[config.mk]
export PLATFORM = sky130hd
export DESIGN_NAME = frame_scheduler_flat
export DESIGN_NICKNAME = d
export VERILOG_FILES = /design/src/rtl/frame_scheduler_if.sv /design/src/rtl/frame_scheduler.sv /design/src/flat_wrapper.sv
export SDC_FILE = /design/constraint.sdc
export NUM_CORES = 1
export LEC_CHECK = 0
export CAP_MARGIN = 15
export CORE_AREA = 2 2 85 87
export CTS_BUF_LIST = sky130_fd_sc_hd__clkbuf_4 sky130_fd_sc_hd__clkbuf_8
export CTS_CLUSTER_DIAMETER = 60
export DETAILED_ROUTE_END_ITERATION = 10
export DIE_AREA = 0 0 87 89
export HOLD_SLACK_MARGIN = 0.1
export MAX_ROUTING_LAYER = met4
export SLEW_MARGIN = 20
export SYNTH_ARGS = -nofsm -noshare
export SYNTH_HDL_FRONTEND = slang
export SYNTH_SLANG_ARGS = --single-unit
[constraint.sdc]
create_clock -name clk -period 3 [get_ports clk]
set_clock_uncertainty 0.2 [all_clocks]
set_input_delay 0.3 -clock clk [delete_from_list [all_inputs] [get_ports clk]]
set_output_delay 0.3 -clock clk [all_outputs]
set_load 0.03 [all_outputs]
[src/rtl/frame_scheduler_if.sv]
// frame_scheduler_if
// Groups the frame_scheduler handshake and status signals.
//   master : environment side (sync generator, game logic units, debug host);
//            drives frame_end/enable/clear_flags/unit_done and observes status.
//   slave  : the scheduler itself.
// Signals:
//   frame_end    one-cycle pulse per frame from the sync generator
//   enable       sequencing enable
//   clear_flags  one-cycle pulse clearing the sticky error flags
//   unit_done    per-unit done (pulse or level)
//   unit_start   one-hot start pulse, one cycle wide
//   busy         sequence in progress
//   active_unit  index of the unit started or awaited, 0 when idle
//   update_done  one-cycle pulse when a sequence completes
//   frame_count  completed sequences, wraps at 256
//   overrun      sticky: a launch was due while busy
//   timeout_err  sticky per-unit timeout flags
interface frame_scheduler_if #(
  parameter int NUM_UNITS = 4
) ();
  logic                 frame_end;
  logic                 enable;
  logic                 clear_flags;
  logic [NUM_UNITS-1:0] unit_done;
  logic [NUM_UNITS-1:0] unit_start;
  logic                 busy;
  logic [2:0]           active_unit;
  logic                 update_done;
  logic [7:0]           frame_count;
  logic                 overrun;
  logic [NUM_UNITS-1:0] timeout_err;

  modport master (
    output frame_end, enable, clear_flags, unit_done,
    input  unit_start, busy, active_unit, update_done, frame_count,
           overrun, timeout_err
  );

  modport slave (
    input  frame_end, enable, clear_flags, unit_done,
    output unit_start, busy, active_unit, update_done, frame_count,
           overrun, timeout_err
  );
endinterface

[src/rtl/frame_scheduler.sv]
// frame_scheduler
// Per-frame sequencer for the game logic units. Every FRAME_DIV enabled
// frame_end pulses it starts each unit in turn (start/done handshake), with a
// per-unit cycle timeout, then pulses update_done and bumps frame_count.
// Ports:
//   clk    pixel clock (same as the sync generator)
//   reset  asynchronous, active-low reset
//   bus    frame_scheduler_if.slave (see interface for the signal list)
// Parameters: NUM_UNITS (1..8), TIMEOUT (2..65535), FRAME_DIV (1..16).
module frame_scheduler #(
  parameter int NUM_UNITS = 4,
  parameter int TIMEOUT   = 1024,
  parameter int FRAME_DIV = 1
) (
  input logic              clk,
  input logic              reset,
  frame_scheduler_if.slave bus
);

  typedef enum logic [1:0] {IDLE, START, WAIT, DONE} state_t;

  localparam logic [3:0]           DIV_LAST = 4'(FRAME_DIV - 1);
  localparam logic [15:0]          TMO_LAST = 16'(TIMEOUT - 1);
  localparam logic [2:0]           IDX_LAST = 3'(NUM_UNITS - 1);
  localparam logic [NUM_UNITS-1:0] ONE      = NUM_UNITS'(1);

  state_t               state_q, state_d;
  logic [2:0]           idx_q, idx_d;
  logic [15:0]          timer_q, timer_d;
  logic [3:0]           div_q, div_d;
  logic [7:0]           fcnt_q, fcnt_d;
  logic                 ovr_q, ovr_d;
  logic [NUM_UNITS-1:0] terr_q, terr_d;

  logic                 launch_due;
  logic                 done_sel;
  logic [NUM_UNITS-1:0] idx_onehot;
  logic [NUM_UNITS-1:0] terr_set;

  assign idx_onehot = ONE << idx_q;
  // Only the awaited unit's done bit matters; stray done bits are masked off.
  assign done_sel   = |(bus.unit_done & idx_onehot);

  // Frame divider: counts enabled frame_end pulses, held at 0 while disabled.
  always_comb begin
    div_d      = div_q;
    launch_due = 1'b0;
    if (!bus.enable) begin
      div_d = '0;
    end else if (bus.frame_end) begin
      if (div_q == DIV_LAST) begin
        launch_due = 1'b1;
        div_d      = '0;
      end else begin
        div_d = div_q + 4'd1;
      end
    end
  end

  // Sequencer next state.
  always_comb begin
    state_d  = state_q;
    idx_d    = idx_q;
    timer_d  = timer_q;
    fcnt_d   = fcnt_q;
    terr_set = '0;
    case (state_q)
      IDLE: begin
        if (launch_due) begin
          idx_d   = '0;
          state_d = START;
        end
      end
      START: begin
        timer_d = '0;
        state_d = WAIT;
      end
      WAIT: begin
        if (done_sel || (timer_q == TMO_LAST)) begin
          if (!done_sel) terr_set = idx_onehot;
          if (idx_q == IDX_LAST) begin
            state_d = DONE;
          end else begin
            idx_d   = idx_q + 3'd1;
            state_d = START;
          end
        end else begin
          timer_d = timer_q + 16'd1;
        end
      end
      DONE: begin
        fcnt_d  = fcnt_q + 8'd1;
        idx_d   = '0;
        state_d = IDLE;
      end
      default: state_d = IDLE;
    endcase
  end

  // Sticky flags: a set in the same cycle as clear_flags wins.
  always_comb begin
    ovr_d  = (ovr_q & ~bus.clear_flags) | (launch_due & (state_q != IDLE));
    terr_d = (terr_q & ~{NUM_UNITS{bus.clear_flags}}) | terr_set;
  end

  // State registers.
  always_ff @(posedge clk or negedge reset) begin
    if (!reset) begin
      state_q <= IDLE;
      idx_q   <= '0;
      timer_q <= '0;
      div_q   <= '0;
      fcnt_q  <= '0;
      ovr_q   <= 1'b0;
      terr_q  <= '0;
    end else begin
      state_q <= state_d;
      idx_q   <= idx_d;
      timer_q <= timer_d;
      div_q   <= div_d;
      fcnt_q  <= fcnt_d;
      ovr_q   <= ovr_d;
      terr_q  <= terr_d;
    end
  end

  // Outputs decode straight from registered state, so reset clears them at once.
  assign bus.unit_start  = (state_q == START) ? idx_onehot : '0;
  assign bus.busy        = (state_q != IDLE);
  assign bus.active_unit = idx_q;
  assign bus.update_done = (state_q == DONE);
  assign bus.frame_count = fcnt_q;
  assign bus.overrun     = ovr_q;
  assign bus.timeout_err = terr_q;

endmodule
[src/flat_wrapper.sv]
// flat-port wrapper written by rule: the top's interface ports become plain ports
module frame_scheduler_flat 
#(
  parameter int NUM_UNITS = 4,
  parameter int TIMEOUT   = 1024,
  parameter int FRAME_DIV = 1
)
  (clk, reset, bus_frame_end, bus_enable, bus_clear_flags, bus_unit_done, bus_unit_start, bus_busy, bus_active_unit, bus_update_done, bus_frame_count, bus_overrun, bus_timeout_err);
  frame_scheduler_if #(.NUM_UNITS(NUM_UNITS)) bus_i ();
  input logic clk;
  input logic reset;
  input wire logic [$bits(bus_i.frame_end)-1:0] bus_frame_end;
  input wire logic [$bits(bus_i.enable)-1:0] bus_enable;
  input wire logic [$bits(bus_i.clear_flags)-1:0] bus_clear_flags;
  input wire logic [$bits(bus_i.unit_done)-1:0] bus_unit_done;
  output wire logic [$bits(bus_i.unit_start)-1:0] bus_unit_start;
  output wire logic [$bits(bus_i.busy)-1:0] bus_busy;
  output wire logic [$bits(bus_i.active_unit)-1:0] bus_active_unit;
  output wire logic [$bits(bus_i.update_done)-1:0] bus_update_done;
  output wire logic [$bits(bus_i.frame_count)-1:0] bus_frame_count;
  output wire logic [$bits(bus_i.overrun)-1:0] bus_overrun;
  output wire logic [$bits(bus_i.timeout_err)-1:0] bus_timeout_err;
  assign bus_i.frame_end = bus_frame_end;
  assign bus_i.enable = bus_enable;
  assign bus_i.clear_flags = bus_clear_flags;
  assign bus_i.unit_done = bus_unit_done;
  assign bus_unit_start = bus_i.unit_start;
  assign bus_busy = bus_i.busy;
  assign bus_active_unit = bus_i.active_unit;
  assign bus_update_done = bus_i.update_done;
  assign bus_frame_count = bus_i.frame_count;
  assign bus_overrun = bus_i.overrun;
  assign bus_timeout_err = bus_i.timeout_err;
  frame_scheduler #(.NUM_UNITS(NUM_UNITS), .TIMEOUT(TIMEOUT), .FRAME_DIV(FRAME_DIV)) u_core (.clk(clk), .reset(reset), .bus(bus_i));
endmodule
Word-level counts from Yosys, hierarchy flattened
Index checks and enable logic that the tools add are counted.
W data, S select, Z words.

storage, ports and cells
  bits in writable memories = 0
  bits in registers = 38
  memories = 0
  latch bits = 0
  memory bits (read-only) = 0
  input bits = 9
  logic and storage cells = 60

operators by class
  reductions and logical operators = 10
  eq/ne operators = 10
  mux-type cells = 20
  magnitude comparators = 0
  div/mod/pow operators = 0
  add/subtract/negate cells = 4
  shift operators = 1
  $mul = 0
  bitwise operators = 8

operator list
  kind                     count
  $pmux W16 S2             1
  $mux W4                  7
  $add A16 B1 Y16 const B  1
  $eq A16 B10 Y1 const B   1
  $mux W16                 1
  $mux W3                  3
  $pmux W3 S3              1
  $add A8 B1 Y8 const B    1
  $and A4 B4 Y4            2
  $pmux W2 S4              1
  $mux W2                  3
  $ne A2 B2 Y1 const B     3
  $add A4 B1 Y4 const B    1
  $eq A2 B2 Y1 const B     2
  $logic_not A4 Y1         1
  $ne A2 B1 Y1 const B     2
  $not A4 Y4               1
  $or A4 B4 Y4             1
  $reduce_and A2 Y1        2
  $reduce_and A4 Y1        1
  $reduce_bool A2 Y1       2
  $reduce_or A4 Y1         1
  $shl A1 B3 Y4 const A    1
  $add A3 B1 Y3 const B    1
  other kinds (9)          12

Depth between registers and ports, before layout
Gate-level depths: netlist (run 1).

  word-level depth = 7
  depth in mapped cells = 7
  gate-level depth less buffers = 6

Worst setup path before layout (run 1)
No wires, ideal clock.

  path kind = reg-to-reg
  start point = register u_core.idx_q[0], in the netlist u_core.bus.active_unit[0]
  end point = register u_core.timer_q[2]
  setup slack = 0.633 ns
  setup time = 0.126 ns
  arrival time = 2.041 ns
  cell stages (with the launch flop) = 7
  required time = 2.674 ns
  clock period less this slack = 2.367 ns
  path buffers = 0
  cells stage by stage = dfrtp_1 inv_1 ha_1 a222oi_1 o211a_1 a21oi_1 a221o_1

on the way
  word-level cells in the longest chain between the ends = 6

RTL lines
  item                                line                    source
  start, declared                     frame_scheduler.sv:28   logic [2:0] idx_q, idx_d;
  start signal, assigned              frame_scheduler.sv:118  idx_q <= idx_d;
  $shl A1 B3 Y4                       frame_scheduler.sv:40   assign idx_onehot = ONE << idx_q;
  $and A4 B4 Y4                       frame_scheduler.sv:42   assign done_sel = |(bus.unit_done & idx_onehot);
  $reduce_or A4 Y1                    frame_scheduler.sv:42
  $logic_or A1 B1 Y1                  frame_scheduler.sv:79   if (done_sel || (timer_q == TMO_LAST)) begin
  $ne A2 B2 Y1 (no source line)       -
  $reduce_and A2 Y1 (no source line)  -
  end signal, assigned                frame_scheduler.sv:119  timer_q <= timer_d;
  end, declared                       frame_scheduler.sv:29   logic [15:0] timer_q, timer_d;

No other way between the ends.
A chain may end at the register's enable or synchronous reset.

Worst setup path in the final report (run 1)
  start point = register u_core.idx_q[0], in the netlist u_core.bus.active_unit[0]
  end point = register u_core.timer_q[4]

Same word-level chain as after synthesis.

==> metrics.md, run 1 <==
| Metric | Value |
|---|---|
| Status | `complete, no violations` |
| Slew HR | `between 40% and 50%` |
| Placed Instances | `about 300` |
| Sink Count | `38` |
| Final setup margin | `between 400 and 500 ps` |
| Distinct cell type count after synthesis | `37` |
| Maximum root-to-sink buffer count | `2` |
| Worst Hold Class | `reg -> reg` |
| Cells after synthesis | `197` |
| Iter 0 DRT Violations | `90` |
| Layout cells sized above 1 | `~6.9%` |
| Global Route Usage Sum | `12.2%` |
| Crit path time final | `between 2000 and 3000 ps` |
| Post-layout util | `a little under two fifths` |
| Crit path from | `u_core.bus.active_unit[0]` |
| Remaining design rule violation count | `0` |
| Worst-Skew Late Latency | `290 ps` |
| Initial antenna violation count | `0` |
| CTS Buf Count | `5` |
| Worst reg2reg startpoint | `u_core.bus.active_unit[0]` |
| Commonest non-fill, non-tap cell in the layout | `dfrtp_1` |
| Vias in the first global route | `approximately 1500` |
| TritonCTS clock tree | `built` |
| Syn_nets | `215` |
| First-pass GRT wire length | `approximately 7300 um` |
| Die Area | `just under 8000 um2` |
| Yosys top cell by area | `dfrtp_1` |
| Nets | `around 250` |
| CP Capture Type | `flop` |
| Arrival @ worst endpoint | `approximately 2600 ps` |
| Pre-antenna DRT Iters | `4` |
| CP required | `3010 ps` |
| Total vias in the final route | `around 1600` |
| Starting Density | `29.9%` |
| Min-delay src | `u_core.bus.frame_count[7]` |
| Core area | `6720 um2` |
| Fraction of registers with async set/reset | `100%` |
| Final Hold Fails | `0` |
| Avg Vias per Cell | `just over 5` |
| VDD IR-drop max | `roughly 0.46 mV` |
| Mapped Area | `2010 um2` |
| Ant. Diodes | `0` |
| Ys Warns | `0` |
| Num rows | `30` |
| Tcrit/Tclk final | `86.3%` |
| Dpl ws | `~460 ps` |
| Placed inst area | `roughly 2400 um2` |
| WS Path Type | `reg -> reg` |
| Clock-pin slew on the worst setup and hold paths | `about 80 ps` |
| WL per Instance | `~14 um` |
| Largest net degree at the start of global routing | `39` |
| HPWL Detailed | `just over 3000 um` |
| Unrepaired setup endpoints after global routing | `no` |
| Final Max Slew Viols | `0` |
| Die height | `about 89 um` |
| Gr ovfl total | `0` |
| Fraction of the yosys area taken by sequential cells | `~47%` |
| Final std cells w/o fill | `~310` |
| Setup TNS | `0 ps` |
| Post-synth EDFFs | `0` |
| WL final | `about 4300 um` |
| Most frequent cells in the layout | `dfrtp_1, clkdlybuf4s50_1, nand2_1` |
| Nature of the critical path startpoint | `flop` |
| Final Setup Violations | `0` |
| Ports | `31` |
| Crit path max fanout | `16` |
| Avg Cell Area, Syn | `~10 um2` |
| Max cap viols | `0` |
| Clock root cell | `clkbuf_8` |
| Lkg Pwr | `about 1.0 nW` |
| # H-tree levels | `2` |
| Antenna-violating nets left | `0` |
| Slew of the pin with the lowest slew margin | `863 ps` |
| Post-CTS sizing | `0` |
| Pwr dens | `approximately 700 nW/um2` |
| Top_reg_cell synth | `dfrtp_1` |
| Final instance area | `around 2500 um2` |
| Yosys reg bits | `38` |
| Maximum clock rate | `0.386 GHz` |
| Largest cells by area after synthesis | `dfrtp_1, ha_1, nand2_1, mux2i_1, xnor2_1` |
| Hold slack | `around 280 ps` |
| Total chip power | `between 1.5 and 2 mW` |
| Yosys top cell area share | `47.3%` |
| IO buf count | `30` |
| GPL Wtd Cong | `approximately 0.76` |
| Die W | `87 um` |
| Synth-to-Final Area Change | `25.9%` |
==> where the power goes <==
| group | internal (mW) | total (mW) | switching (mW) |
|---|---|---|---|
| combinational | 0.240 | 0.618 | 0.378 |
| clock | 0.333 | 0.525 | 0.191 |
| sequential | 0.582 | 0.669 | 0.0870 |
==> state kept, by name (all words and copies together) (netlist names) <==
register	flops
u_core.bus.active_unit	3
u_core.bus.frame_count	8
u_core.bus.overrun	1
u_core.bus.timeout_err	4
u_core.div_q	4
u_core.state_q	2
u_core.timer_q	16
==> logic make-up after synthesis <==
family	share of synthesized area, %
and+or+nand+nor	22.5
DFF	47.3
xor gates and xnor gates	3.48
muxes	6.22
buffers and inverters	2.99
AOI/OAI and AO/OA	11.9
adders and majority gates	5.60
==> per-layer routing <==
layer	track usage [%]	share of wire (%)	vias up
met2	18.3	47	34
met5	-	0	-
met1	16.2	49	752
li1	-	-	795
met3	3.14	3.6	5
met4	4.12	0.85	0
==> repair_timing <==
action,in CTS,in global routing
hold buffers,1,0
endpoints found under the hold margin,38,0
buffers inserted,0,0
==> Yosys cell counts (all sizes together), types with 2 or more instances <==
library cell   n
o31ai          3
and4           5
o21ai          4
nand4          6
o41ai          2
nor4b          2
mux2i          8
o2bb2ai        4
mux2           4
buf            3
dfrtp         38
nor4           3
xnor2          6
nor3b          2
and3           3
nor3          10
xor2           2
a21oi          5
nand3          8
and2           3
o311ai         2
inv           10
nor2b          6
clkbuf         2
nand2b         2
a221o          4
ha             9
nand2         23
nor2          10
==> worst max-delay path: stages (launching register included) <==
cell and delay [ps]:
dfrtp_1 450, inv_1 90, ha_1 220, a222oi_1 450, o211ai_2 350, or4_1 560
a21oi_1 170
==> cell type report <==
type / instances / area, um2
Clock buffer: 5 / 68.8
Clock inverter: 3 / 68.8
Fill cell: 649 / 4190
Inverter: 10 / 37.5
Multi-Input combinational cell: 144 / 1000
Sequential cell: 38 / 951
Tap cell: 80 / 100
Timing Repair Buffer: 31 / 305
==> path summary, 6_finish.rpt <==
kind                       cells past startpoint                         to  slack (ps)
max                                            6          u_core.timer_q[4]         410
min                                            1  u_core.bus.frame_count[7]         280
max reg2reg                                    6          u_core.timer_q[4]         410
min reg2reg                                    1  u_core.bus.frame_count[7]         280
max in group asynchronous                      2            u_core.div_q[0]        1600
min in group asynchronous                      2          u_core.timer_q[8]         460
(Power assumes the default switching activity.)
==> run 2: changes to the inputs <==
SLEW_MARGIN = 0   (was 20)
==> results of run 2 <==
The final DEF is identical to that of run 1; final timing and power are the same.
==> run 3: changes to the inputs <==
PLACE_DENSITY = 0.59   (was not set)
==> metrics.md, run 3 (same netlist as run 1, synthesis figures left out) <==
| Metric | Value |
|---|---|
| Gr ovfl total | `0 (unchanged)` |
| CP Capture Type | `output pin` |
| Post-CTS Setup Bufs | `0 (unchanged)` |
| Largest register FFs | `16 (unchanged)` |
| Global Route Usage Sum | `12.3% (+0.023 points)` |
| First-pass GRT wire length | `7260 um (-0.19%)` |
| Unrepaired setup endpoints after global routing | `no` |
| # H-tree levels | `2 (unchanged)` |
| Tcrit/Tclk final | `84.9% (-1.4 points)` |
| Total vias in the final route | `1574 (-0.76%)` |
| Layout cells sized above 1 | `6.52% (-0.40 points)` |
| Post-layout util | `37.3% (-0.37 points)` |
| Status | `complete, no violations` |
| Pwr dens | `689 nW/um2 (-3.6%)` |
| Initial antenna violation count | `0 (unchanged)` |
| Commonest non-fill, non-tap cell in the layout | `dfrtp_1` |
| Die height | `89 um (unchanged)` |
| Worst Hold Class | `reg -> reg` |
| Cells on worst reg2reg path | `6 (unchanged)` |
| Starting Density | `29.9% (unchanged)` |
| Sink Count | `38 (unchanged)` |
| Vias in the first global route | `1548 (+2.0%)` |
| Final Setup Violations | `0 (unchanged)` |
| Final Hold Fails | `0 (unchanged)` |
| Most frequent cells in the layout | `dfrtp_1, clkdlybuf4s50_1, nand2_1` |
| Nature of the critical path startpoint | `flop` |
| HPWL Detailed | `3000 um (-2.2%)` |
| GPL Wtd Cong | `0.785 (+3.7%)` |
| Hold depth | `1 (unchanged)` |
| Clock root cell | `clkbuf_8` |
| Arrival @ worst endpoint | `2050 ps (-550 ps)` |
| Slew of the pin with the lowest slew margin | `845 ps (-18.1 ps)` |
| WL per Instance | `13.4 um (-1.9%)` |
| Max cap viols | `0 (unchanged)` |
| CTS Buf Count | `5 (unchanged)` |
| Crit path time final | `2550 ps (-41.3 ps)` |
| VDD IR-drop max | `0.528 mV (+14%)` |
| Die W | `87 um (unchanged)` |
| Antenna-violating nets left | `0 (unchanged)` |
| Hold slack | `283 ps (+4.76 ps)` |
| Crit path max fanout | `13 (-3)` |
| WL final | `4160 um (-2.3%)` |
| Placed Instances | `302 (unchanged)` |
| Die Area | `7740 um2 (unchanged)` |
| TritonCTS clock tree | `built` |
| Ports | `31 (unchanged)` |
| Worst-Skew Late Latency | `290 ps (about the same)` |
| IO buf count | `30 (unchanged)` |
| Core area | `6720 um2 (unchanged)` |
| Avg Vias per Cell | `5.08 (-0.44%)` |
| Synth-to-Final Area Change | `24.6%` |
| CTS Hold Bufs | `1 (unchanged)` |
| Post-CTS sizing | `0 (unchanged)` |
| Num rows | `30 (unchanged)` |
| Maximum root-to-sink buffer count | `2 (unchanged)` |
| Setup TNS | `0 ps (unchanged)` |
| Largest net degree at the start of global routing | `39 (unchanged)` |
| Register bank with the most flops | `u_core.timer_q` |
| Clock-pin slew on the worst setup and hold paths | `80 ps (about the same)` |
| WS Path Type | `reg -> out` |
| Remaining design rule violation count | `0 (unchanged)` |
| Slew HR | `43.6% (+1.2 points)` |
| Nets | `248 (unchanged)` |
| Maximum clock rate | `0.393 GHz (+1.6%)` |
| Iter 0 DRT Violations | `73 (-19%)` |
| Final Max Slew Viols | `0 (unchanged)` |
| Lkg Pwr | `1.04 nW (-1.1%)` |
| CP required | `2500 ps (-510 ps)` |
| Ant. Diodes | `0 (unchanged)` |
| Final std cells w/o fill | `310 (-0.32%)` |
| Pre-antenna DRT Iters | `4 (unchanged)` |
run 3: layout make-up:
cell class	count	area [um2]
clock buffer	6	82.6
clock inverter	1	30.0
fill	667	4210
inverter	10	37.5
multi-input combinational	144	1000
sequential	38	951
tap	80	100
timing repair buffer	31	305
run 3: final timing paths:
| path | start | to | slack [ps] |
|---|---|---|---|
| max | u_core.state_q[1] | bus_unit_start[1] | 450 |
| min | u_core.bus.frame_count[7] | u_core.bus.frame_count[7] | 280 |
| max reg2reg | u_core.bus.active_unit[0] | u_core.timer_q[4] | 520 |
| min reg2reg | u_core.bus.frame_count[7] | u_core.bus.frame_count[7] | 280 |
| max in group asynchronous | reset | u_core.bus.timeout_err[0] | 1610 |
| min in group asynchronous | reset | u_core.timer_q[14] | 440 |
run 3: worst max-delay path, cell delays in order (launching register included):
cell and delay [ps]:
dfrtp_1 450, nand2b_1 420, nor2_1 200, clkdlybuf4s50_1 690
run 3: layer usage:
metal,vias to the layer above,track usage (%),part of all wire (%)
met4,0,3.41,1.2
met2,28,18.7,46
met5,-,-,0
met3,6,3.79,3.9
met1,758,15.8,49
li1,782,-,-
run 3: report_power, final:
group / total (mW) / internal (mW) / switching (mW)
Clock: 0.447 / 0.266 / 0.181
Sequential: 0.667 / 0.582 / 0.0854
Combinational: 0.614 / 0.241 / 0.373
Total: 1.73 / 1.09 / 0.640
run 3: through the flow:
| stage | setup slack, ps | power (mW) | cell area [um2] |
|---|---|---|---|
| final | 454 | 1.73 | 2510 |
| after global routing | 326 | 1.84 | 2510 |
| after CTS | 418 | 1.76 | 2510 |
| after detailed placement | 489 | 1.30 | 2380 |
| after global placement | 528 | 1.29 | 2380 |
| after floorplan | 633 | 1.06 | 2010 |
